File: config.mk
export PLATFORM = sky130hd
export DESIGN_NAME = simple_dma_flat
export DESIGN_NICKNAME = d
export VERILOG_FILES = /design/src/rtl/simple_dma_if.sv /design/src/rtl/simple_dma.sv /design/src/flat_wrapper.sv
export SDC_FILE = /design/constraint.sdc
export NUM_CORES = 1
export LEC_CHECK = 0
export BUFFER_PORTS_ARGS = -buffer_cell sky130_fd_sc_hd__buf_4
export CORE_UTILIZATION = 57
export CTS_CLUSTER_SIZE = 28
export DETAILED_ROUTE_END_ITERATION = 8
export PLACE_DENSITY_LB_ADDON = 0.15
export SLEW_MARGIN = 20
export SYNTH_ARGS = -nofsm -noshare
export SYNTH_HDL_FRONTEND = slang
export SYNTH_SLANG_ARGS = --single-unit
File: constraint.sdc
create_clock -name clk_i -period 2.8 [get_ports clk_i]
set_input_delay 0.14 -clock clk_i [delete_from_list [all_inputs] [get_ports clk_i]]
set_output_delay 0.14 -clock clk_i [all_outputs]
set_load 0.005 [all_outputs]
File: src/rtl/simple_dma_if.sv
// simple_dma_if: req/gnt/rvalid bus bundle. The DMA register port uses the
// slave modport, its copy engine drives the master modport.
interface simple_dma_if #(
   parameter int unsigned AddrWidth = 32,
   parameter int unsigned DataWidth = 32
);
   logic                 req;
   logic                 gnt;
   logic                 we;
   logic [3:0]           be;
   logic [AddrWidth-1:0] addr;
   logic [DataWidth-1:0] wdata;
   logic                 rvalid;
   logic [DataWidth-1:0] rdata;
   logic                 err;

   modport master (output req, we, be, addr, wdata, input gnt, rvalid, rdata, err);
   modport slave  (input req, we, be, addr, wdata, output gnt, rvalid, rdata, err);
endinterface

File: src/rtl/simple_dma.sv
// simple_dma: single-channel word copy engine with a bus-device register file.
// Define SIMPLE_DMA_IRQ_EN to implement the IE bit and the completion interrupt.
module simple_dma #(
   parameter int unsigned AddrWidth = 32,
   parameter int unsigned DataWidth = 32
) (
   input  logic         clk_i,
   input  logic         rst_ni,
   simple_dma_if.slave  dev,
   simple_dma_if.master host,
   output logic         irq_o
);
   typedef enum logic [2:0] {
      S_IDLE, S_RD_REQ, S_RD_WAIT, S_WR_REQ, S_WR_WAIT, S_FIN
   } state_e;

   localparam logic [7:0] OFF_SRC    = 8'h00;
   localparam logic [7:0] OFF_DST    = 8'h01;
   localparam logic [7:0] OFF_LEN    = 8'h02;
   localparam logic [7:0] OFF_CTRL   = 8'h03;
   localparam logic [7:0] OFF_STATUS = 8'h04;

   state_e               state_q, state_d;
   logic [AddrWidth-1:0] src_r, dst_r, src_q, dst_q;
   logic [DataWidth-1:0] len_r, cnt_q, data_q;
   logic                 done_r, err_r, ie_r;
   logic                 busy, wr_en, start, rsp_err;
   logic [7:0]           offset;
   logic [DataWidth-1:0] rd_mux;
   logic                 rd_hit;
   logic                 dev_rvalid_q, dev_err_q;
   logic [DataWidth-1:0] dev_rdata_q;
   logic                 unused_bits;

   assign busy    = (state_q != S_IDLE);
   assign offset  = dev.addr[9:2];
   assign wr_en   = dev.req && dev.we;
   assign start   = wr_en && (offset == OFF_CTRL) && dev.wdata[0] && !busy;
   assign rsp_err = host.rvalid && host.err &&
                    (state_q == S_RD_WAIT || state_q == S_WR_WAIT);

   assign unused_bits = ^{dev.be, dev.addr[AddrWidth-1:10], dev.addr[1:0]};

   always_ff @(posedge clk_i) begin
      if (!rst_ni) state_q <= S_IDLE;
      else         state_q <= state_d;
   end

   always_comb begin
      state_d    = state_q;
      host.req   = 1'b0;
      host.we    = 1'b0;
      host.addr  = '0;
      host.wdata = '0;
      case (state_q)
         S_IDLE:    if (start && len_r != '0) state_d = S_RD_REQ;
         S_RD_REQ: begin
            host.req  = 1'b1;
            host.addr = src_q;
            if (host.gnt) state_d = S_RD_WAIT;
         end
         S_RD_WAIT: if (host.rvalid) state_d = host.err ? S_FIN : S_WR_REQ;
         S_WR_REQ: begin
            host.req   = 1'b1;
            host.we    = 1'b1;
            host.addr  = dst_q;
            host.wdata = data_q;
            if (host.gnt) state_d = S_WR_WAIT;
         end
         S_WR_WAIT: begin
            if (host.rvalid) begin
               if (host.err || cnt_q == DataWidth'(1)) state_d = S_FIN;
               else                                    state_d = S_RD_REQ;
            end
         end
         S_FIN:     state_d = S_IDLE;
         default:   state_d = S_IDLE;
      endcase
   end

   assign host.be = 4'hF;

   // Working copies advance; the programmed SRC/DST/LEN stay untouched.
   always_ff @(posedge clk_i) begin
      if (!rst_ni) begin
         src_q  <= '0;
         dst_q  <= '0;
         cnt_q  <= '0;
         data_q <= '0;
      end else begin
         case (state_q)
            S_IDLE: begin
               if (start && len_r != '0) begin
                  src_q <= src_r;
                  dst_q <= dst_r;
                  cnt_q <= len_r;
               end
            end
            S_RD_WAIT: if (host.rvalid) data_q <= host.rdata;
            S_WR_WAIT: begin
               if (host.rvalid && !host.err) begin
                  src_q <= src_q + AddrWidth'(4);
                  dst_q <= dst_q + AddrWidth'(4);
                  cnt_q <= cnt_q - DataWidth'(1);
               end
            end
            default: ;
         endcase
      end
   end

   // Later assignments take priority: FIN's DONE set overrides a same-cycle W1C.
   always_ff @(posedge clk_i) begin
      if (!rst_ni) begin
         src_r  <= '0;
         dst_r  <= '0;
         len_r  <= '0;
         done_r <= 1'b0;
         err_r  <= 1'b0;
      end else begin
         if (wr_en && !busy) begin
            case (offset)
               OFF_SRC: src_r <= {dev.wdata[AddrWidth-1:2], 2'b00};
               OFF_DST: dst_r <= {dev.wdata[AddrWidth-1:2], 2'b00};
               OFF_LEN: len_r <= dev.wdata;
               default: ;
            endcase
         end
         if (wr_en && offset == OFF_STATUS) begin
            if (dev.wdata[1]) done_r <= 1'b0;
            if (dev.wdata[2]) err_r  <= 1'b0;
         end
         if (start) begin
            if (len_r == '0) begin
               done_r <= 1'b1;
            end else begin
               done_r <= 1'b0;
               err_r  <= 1'b0;
            end
         end
         if (rsp_err)          err_r  <= 1'b1;
         if (state_q == S_FIN) done_r <= 1'b1;
      end
   end

`ifdef SIMPLE_DMA_IRQ_EN
   always_ff @(posedge clk_i) begin
      if (!rst_ni)                           ie_r <= 1'b0;
      else if (wr_en && offset == OFF_CTRL)  ie_r <= dev.wdata[1];
   end
   assign irq_o = done_r & ie_r;
`else
   assign ie_r  = 1'b0;
   assign irq_o = 1'b0;
`endif

   always_comb begin
      rd_mux = '0;
      rd_hit = 1'b1;
      case (offset)
         OFF_SRC:    rd_mux = src_r;
         OFF_DST:    rd_mux = dst_r;
         OFF_LEN:    rd_mux = len_r;
         OFF_CTRL:   rd_mux = {{(DataWidth-2){1'b0}}, ie_r, 1'b0};
         OFF_STATUS: rd_mux = {{(DataWidth-3){1'b0}}, err_r, done_r, busy};
         default:    rd_hit = 1'b0;
      endcase
   end

   always_ff @(posedge clk_i) begin
      if (!rst_ni) begin
         dev_rvalid_q <= 1'b0;
         dev_rdata_q  <= '0;
         dev_err_q    <= 1'b0;
      end else begin
         dev_rvalid_q <= dev.req;
         dev_rdata_q  <= (dev.req && !dev.we) ? rd_mux : '0;
         dev_err_q    <= dev.req && !rd_hit;
      end
   end

   assign dev.gnt    = dev.req;
   assign dev.rvalid = dev_rvalid_q;
   assign dev.rdata  = dev_rdata_q;
   assign dev.err    = dev_err_q;
endmodule

File: src/flat_wrapper.sv
// flat-port wrapper written by rule: the top's interface ports become plain ports
module simple_dma_flat 
#(
   parameter int unsigned AddrWidth = 32,
   parameter int unsigned DataWidth = 32
)
  (clk_i, rst_ni, irq_o, dev_req, dev_we, dev_be, dev_addr, dev_wdata, dev_gnt, dev_rvalid, dev_rdata, dev_err, host_req, host_we, host_be, host_addr, host_wdata, host_gnt, host_rvalid, host_rdata, host_err);
  simple_dma_if #(.AddrWidth(AddrWidth), .DataWidth(DataWidth)) dev_i ();
  simple_dma_if #(.AddrWidth(AddrWidth), .DataWidth(DataWidth)) host_i ();
  input  logic clk_i;
  input  logic rst_ni;
  output logic irq_o;
  input wire logic [$bits(dev_i.req)-1:0] dev_req;
  input wire logic [$bits(dev_i.we)-1:0] dev_we;
  input wire logic [$bits(dev_i.be)-1:0] dev_be;
  input wire logic [$bits(dev_i.addr)-1:0] dev_addr;
  input wire logic [$bits(dev_i.wdata)-1:0] dev_wdata;
  output wire logic [$bits(dev_i.gnt)-1:0] dev_gnt;
  output wire logic [$bits(dev_i.rvalid)-1:0] dev_rvalid;
  output wire logic [$bits(dev_i.rdata)-1:0] dev_rdata;
  output wire logic [$bits(dev_i.err)-1:0] dev_err;
  output wire logic [$bits(host_i.req)-1:0] host_req;
  output wire logic [$bits(host_i.we)-1:0] host_we;
  output wire logic [$bits(host_i.be)-1:0] host_be;
  output wire logic [$bits(host_i.addr)-1:0] host_addr;
  output wire logic [$bits(host_i.wdata)-1:0] host_wdata;
  input wire logic [$bits(host_i.gnt)-1:0] host_gnt;
  input wire logic [$bits(host_i.rvalid)-1:0] host_rvalid;
  input wire logic [$bits(host_i.rdata)-1:0] host_rdata;
  input wire logic [$bits(host_i.err)-1:0] host_err;
  assign dev_i.req = dev_req;
  assign dev_i.we = dev_we;
  assign dev_i.be = dev_be;
  assign dev_i.addr = dev_addr;
  assign dev_i.wdata = dev_wdata;
  assign dev_gnt = dev_i.gnt;
  assign dev_rvalid = dev_i.rvalid;
  assign dev_rdata = dev_i.rdata;
  assign dev_err = dev_i.err;
  assign host_req = host_i.req;
  assign host_we = host_i.we;
  assign host_be = host_i.be;
  assign host_addr = host_i.addr;
  assign host_wdata = host_i.wdata;
  assign host_i.gnt = host_gnt;
  assign host_i.rvalid = host_rvalid;
  assign host_i.rdata = host_rdata;
  assign host_i.err = host_err;
  simple_dma #(.AddrWidth(AddrWidth), .DataWidth(DataWidth)) u_core (.clk_i(clk_i), .rst_ni(rst_ni), .dev(dev_i), .host(host_i), .irq_o(irq_o));
endmodule
Yosys cells after proc, flatten, opt, wreduce, memory -nomap -nowiden

Index checks and enable logic that the tools add are counted.

Bits in writable memories: 0
Register bits after elaboration: 259
Memories: 0
Latch bits: 0
Bits in read-only memories: 0

Add/sub/neg operators: 3
$lt $le $gt $ge: 0
Mux-type cells: 33
Bitwise operators: 0
Shift operators: 0
Divide/modulo/power cells: 0
Eq/ne operators: 16
Reductions and logical operators: 36
Multipliers: 0

Operators by type and width:

| kind                  | count |
|---|---|
| $pmux 32 s2           | 4 |
| $mux 32               | 7 |
| $pmux 32 s4           | 1 |
| $add 32x3->32 const B | 2 |
| $eq 32x1->1 const B   | 1 |
| $logic_not 32->1      | 1 |
| $reduce_bool 32->1    | 1 |
| $sub 32x1->32 const B | 1 |
| $mux 3                | 7 |
| $eq 8x2->1 const B    | 2 |
| $pmux 3 s5            | 1 |
| $mux 1                | 13 |
| $logic_and 1x1->1     | 12 |
| $reduce_and 2->1      | 6 |
| $ne 2x2->1 const B    | 5 |
| $reduce_bool 3->1     | 3 |
| $eq 8x1->1 const B    | 1 |
| $eq 8x3->1 const B    | 1 |
| $logic_not 8->1       | 1 |
| $eq 3x2->1 const B    | 2 |
| $eq 3x3->1 const B    | 2 |
| $reduce_and 5->1      | 1 |
| $reduce_or 5->1       | 1 |
| $logic_not 1->1       | 4 |
| 7 further kinds       | 8 |

Longest topological paths before layout

Depth after elaboration: 7
Mapped depth: 8
Gate-level depth less buffers: 7

Worst setup path before layout

OpenSTA, ideal clock, no wires.

Path type: flip-flop to flip-flop
Start point: register u_core.dst_q[3]
End point: register u_core.dst_q[18]
Path slack: 0.849 ns
Arrival time: 1.832 ns
Cell stages (with the launch flop): 7
Library setup time: 0.119 ns
Required time: 2.681 ns
Period minus slack after synthesis: 1.951 ns
Buffers on the path: 1
Cell sequence: dfxtp_1 -> ha_1 -> nand3_1 -> nor4_2 -> clkbuf_1 -> a41oi_1 -> o221a_2

Longest elaborated chain between the ends: 3

RTL lines:

| item                   | RTL line          | RTL |
|---|---|---|
| start, declared        | simple_dma.sv:24  | `logic [AddrWidth-1:0] src_r, dst_r, src_q, dst_q;` |
| start signal, assigned | simple_dma.sv:95  | `dst_q <= dst_r;` |
| start signal, assigned | simple_dma.sv:103 | `dst_q <= dst_q + AddrWidth'(4);` |
| $add 32x3->32          | simple_dma.sv:103 |  |
| $mux 32                | simple_dma.sv:101 | `if (host.rvalid && !host.err) begin` |
| $pmux 32 s2            | simple_dma.sv:91  | `case (state_q)` |

Every way passes these cells. The select of a mux whose other input is x is not followed.
A chain may end at the register's enable or synchronous reset.

Worst setup path after layout

Start point: register u_core.state_q[0]
End point: output host_wdata[14]

Longest elaborated chain between the ends: 2

RTL lines:

| item                   | RTL line           | RTL |
|---|---|---|
| start, declared        | simple_dma.sv:23   | `state_e state_q, state_d;` |
| start signal, assigned | simple_dma.sv:46   | `else state_q <= state_d;` |
| $eq 3x2->1             | simple_dma.sv:55   | `case (state_q)` |
| $mux 32                | simple_dma.sv:55   |  |
| end, declared          | flat_wrapper.sv:26 | `output wire logic [$bits(host_i.wdata)-1:0] host_wdata;` |

Every way passes these cells.

==> results by group <==
Outcome
  – Outcome: finished, final reports clean

Floorplan
  – Chip Width: about 160 µm
  – Initial Util: 57.9%
  – Core region area: 23400 µm²
  – DIE HEIGHT: 156 µm
  – Num rows: 56
  – # IOs: approximately 210
  – Die footprint: ~24000 µm²

Placed design
  – GPL Wtd Cong: 0.931
  – PortBufs: approximately 180
  – DP HPWL: around 28 mm

GRT
  – Total GRT Usage: between 30% and 40%
  – Remaining Overflow, GRT: 0
  – Pin count of the biggest net entering global routing: 96
  – First-pass GRT wire length: about 70 mm
  – Number of global-route vias before repair: ~13000
  – Antenna violations before repair: 0

Worst setup path
  – Crit-path max cell delay: just over 0.6 ns
  – Startpoint Class: flop
  – R2r startpoint: u_core.state_q[0]
  – Delay-heaviest family, CP: buffers and inverters
  – Crit-path cells: nand2b_1 > inv_1 > and3_1 > buf_4
  – Critical Path AT: between 2 and 2.5 ns
  – Worst path required time: between 2 and 3 ns
  – CP max FO: 34
  – CP Class: flop to output pin
  – Crit. Startpoint: u_core.state_q[0]
  – Worst path bufs/invs: 2
  – Kind of end point of the critical path: output pin
  – Slowest CP cell: dfxtp_1

Route
  – WL final: 44.3 mm
  – DRT iter0 DRCs: 1792
  – Vias per Instance: 6.33
  – Pre-Repair DR Iteration Count: 6
  – Antenna-violating nets left: 0
  – DRC Markers: 0
  – DR vias: 14289
  – Avg WL per Cell: about 20 µm

Clock network
  – CTS resizes: 0
  – CTS tree: built
  – H-tree depth: 1
  – CTS sink count: 255
  – Worst skew pair latency: between 0.5 and 0.6 ns
  – Clock Root Buffer: clkbuf_16
  – CTS Buf Count: 27
  – Clk buf depth: 3
  – Clock-pin slew on the worst setup and hold paths: 0.06 ns

Timing
  – Worst Max-Slew Pin Slew: between 1 and 1.5 ns
  – RSZ-0062 raised after global routing: no
  – Slew Limit Fails: 0
  – Max_slew headroom: a little over a quarter
  – Final setup violation count: 0
  – Setup tns final: 0 ns
  – Crit path time final: roughly 2.5 ns
  – Hold Vio Cnt, Final: 0
  – Final worst path period share: between 80 and 90%
  – Max frequency: roughly 400 MHz
  – Skew final: ~0.0094 ns

Yosys
  – Synthesized area: around 14000 µm²
  – Cell with the most instances after synthesis: nand2_1
  – Top_reg_cell synth: dfxtp_1
  – EDFF count, synth: 0
  – Leading area contributor after synthesis: dfxtp_1
  – Sequential fraction of the synthesis area: between 30% and 40%
  – Post-synth top cells: 376 x nand2_1, 255 x dfxtp_1, 248 x a21oi_1
  – Async set or reset register ratio after synthesis: 0%
  – Mapped Cells: between 1500 and 2000
  – Synth cell types: between 70 and 80
  – Yosys warning total: 0
  – #FFs+latches synth: between 200 and 300
  – Share of the synthesized area in the top cell type: a little under two fifths
  – Synth Area per Inst: 7.69 µm²
  – Top cells by area in the synthesized netlist: dfxtp_1 38%, nand2_1 10%, a21oi_1 9.2%, o32ai_2 4.9%, nor2_1 4.7%

Power and ir drop
  – Leak: 6.15 nW
  – PwrDens: between 400 and 500 nW/µm²
  – VDD IR-drop max: around 0.52 mV
  – Total power: 8.13 mW

Worst hold path
  – Worst hold path class: primary input to flop
  – Worst Hold Launch: dev_we

Final layout
  – Reg area: 5110 µm²
  – Layout fillers: between 1500 and 2000
  – Proportion of layout cells with a drive suffix above 1: 17.6%
  – Inserted Diodes: 0
  – Multi-input logic area: 7710 µm²
  – Area Growth Syn to Fin: 22.9%
  – Layout Nets: 2031

Run
  – Maxcap violations: 0
stage by stage:
stage	hold slack, ns	cell area (µm²)	utilization (%)	setup WS [ns]	std cells
floorplan	0.269	13600	-	0.849	1767
global placement	0.390	15000	64.2	0.483	2141
detailed placement	0.397	15000	64.2	0.419	2141
CTS	0.00170	16600	71.1	0.369	2258
global route	0.0501	16600	71.1	0.159	2258
finish	0.0198	16600	71.1	0.327	2258
worst reg2reg max path, delay by kind of cell (launching register included):
kind	cells	cell delay (ns)
buffers and inverters	1	0.22
flip-flops	1	0.45
AO/OA/AOI/OAI	2	0.73
AND/OR/NAND/NOR	3	0.95
layout by cell type (no fill, tap or decap), types with 9 or more instances in the layout:
| cell | n |
|---|---|
| a21oi_1 | 248 |
| a22oi_1 | 42 |
| a31oi_1 | 26 |
| and2_1 | 11 |
| and3_1 | 55 |
| buf_4 | 216 |
| clkbuf_16 | 27 |
| clkbuf_8 | 9 |
| dfxtp_1 | 254 |
| dlygate4sd3_1 | 69 |
| inv_1 | 11 |
| mux2i_1 | 60 |
| nand2_1 | 376 |
| nand3_1 | 33 |
| nand4_1 | 25 |
| nor2_1 | 168 |
| nor3_1 | 34 |
| nor4_1 | 24 |
| o21ai_0 | 12 |
| o221a_2 | 10 |
| o22ai_1 | 16 |
| o31a_1 | 11 |
| o32ai_2 | 41 |
cell families (layout without fill, tap and decap cells):
| family | Yosys count | in the layout | share of synthesized area (%) |
|---|---|---|---|
| AO/OA/AOI/OAI | 479 | 479 | 25.2 |
| multiplexers | 60 | 60 | 4.43 |
| adder cells (fa/ha/maj) | 4 | 4 | 0.369 |
| AND/OR/NAND/NOR | 780 | 780 | 26.4 |
| buffers and inverters | 180 | 352 | 5.74 |
| flip-flops | 255 | 255 | 37.7 |
| other | 2 | 7 | 0.0554 |
| XOR/XNOR | 2 | 2 | 0.129 |
repair_timing:
item                       CTS  global route
hold endpoints to repair   131             0
setup endpoints to repair    0             0
buffers inserted             0             0
hold buffers                69             0
layout make-up:
| class | instances | share of cell area [%] |
|---|---|---|
| clock buffer | 42 | 4.94 |
| clock inverter | 6 | 0.631 |
| inverter | 12 | 0.301 |
| multi-input combinational | 1332 | 46.3 |
| sequential | 255 | 30.7 |
| tap | 319 | 2.40 |
| timing repair buffer | 292 | 14.7 |
metal layers:
layer / global-route usage [%] / wire (µm) / vias up
met5: 0 / 0 / -
met4: 10.7 / 949 / 0
met3: 5.39 / 5020 / 85
met2: 55.8 / 19700 / 806
met1: 51.0 / 18700 / 6757
li1: - / - / 6641
registers in the layout (all words and copies together), names as in the netlist:
signal             count
u_core.dev.rdata      32
u_core.dst_r          30
u_core.data_q         32
u_core.dev.err         1
u_core.state_q         3
u_core.src_r          30
u_core.cnt_q          32
u_core.src_q          30
u_core.dev.rvalid      1
u_core.done_r          1
u_core.dst_q          30
u_core.len_r          32
u_core.err_r           1
power by group:
| group | leakage (nW) | switching, mW | total [mW] | internal [mW] |
|---|---|---|---|---|
| registers | 2.05 | 0.0378 | 3.70 | 3.66 |
| clock network | 0.459 | 1.48 | 3.75 | 2.28 |
| logic | 3.64 | 0.419 | 0.682 | 0.263 |
path summary, 6_finish.rpt:
check                             end  slack (ns)  cells after the start
setup / recovery       host_wdata[14]        0.33                      4
setup reg to reg     u_core.src_q[19]        0.34                      6
hold reg to reg     u_core.data_q[20]        0.45                      2
hold / removal    u_core.dev.rdata[1]        0.02                      4
No activity file was read; power rests on OpenSTA's default activity.
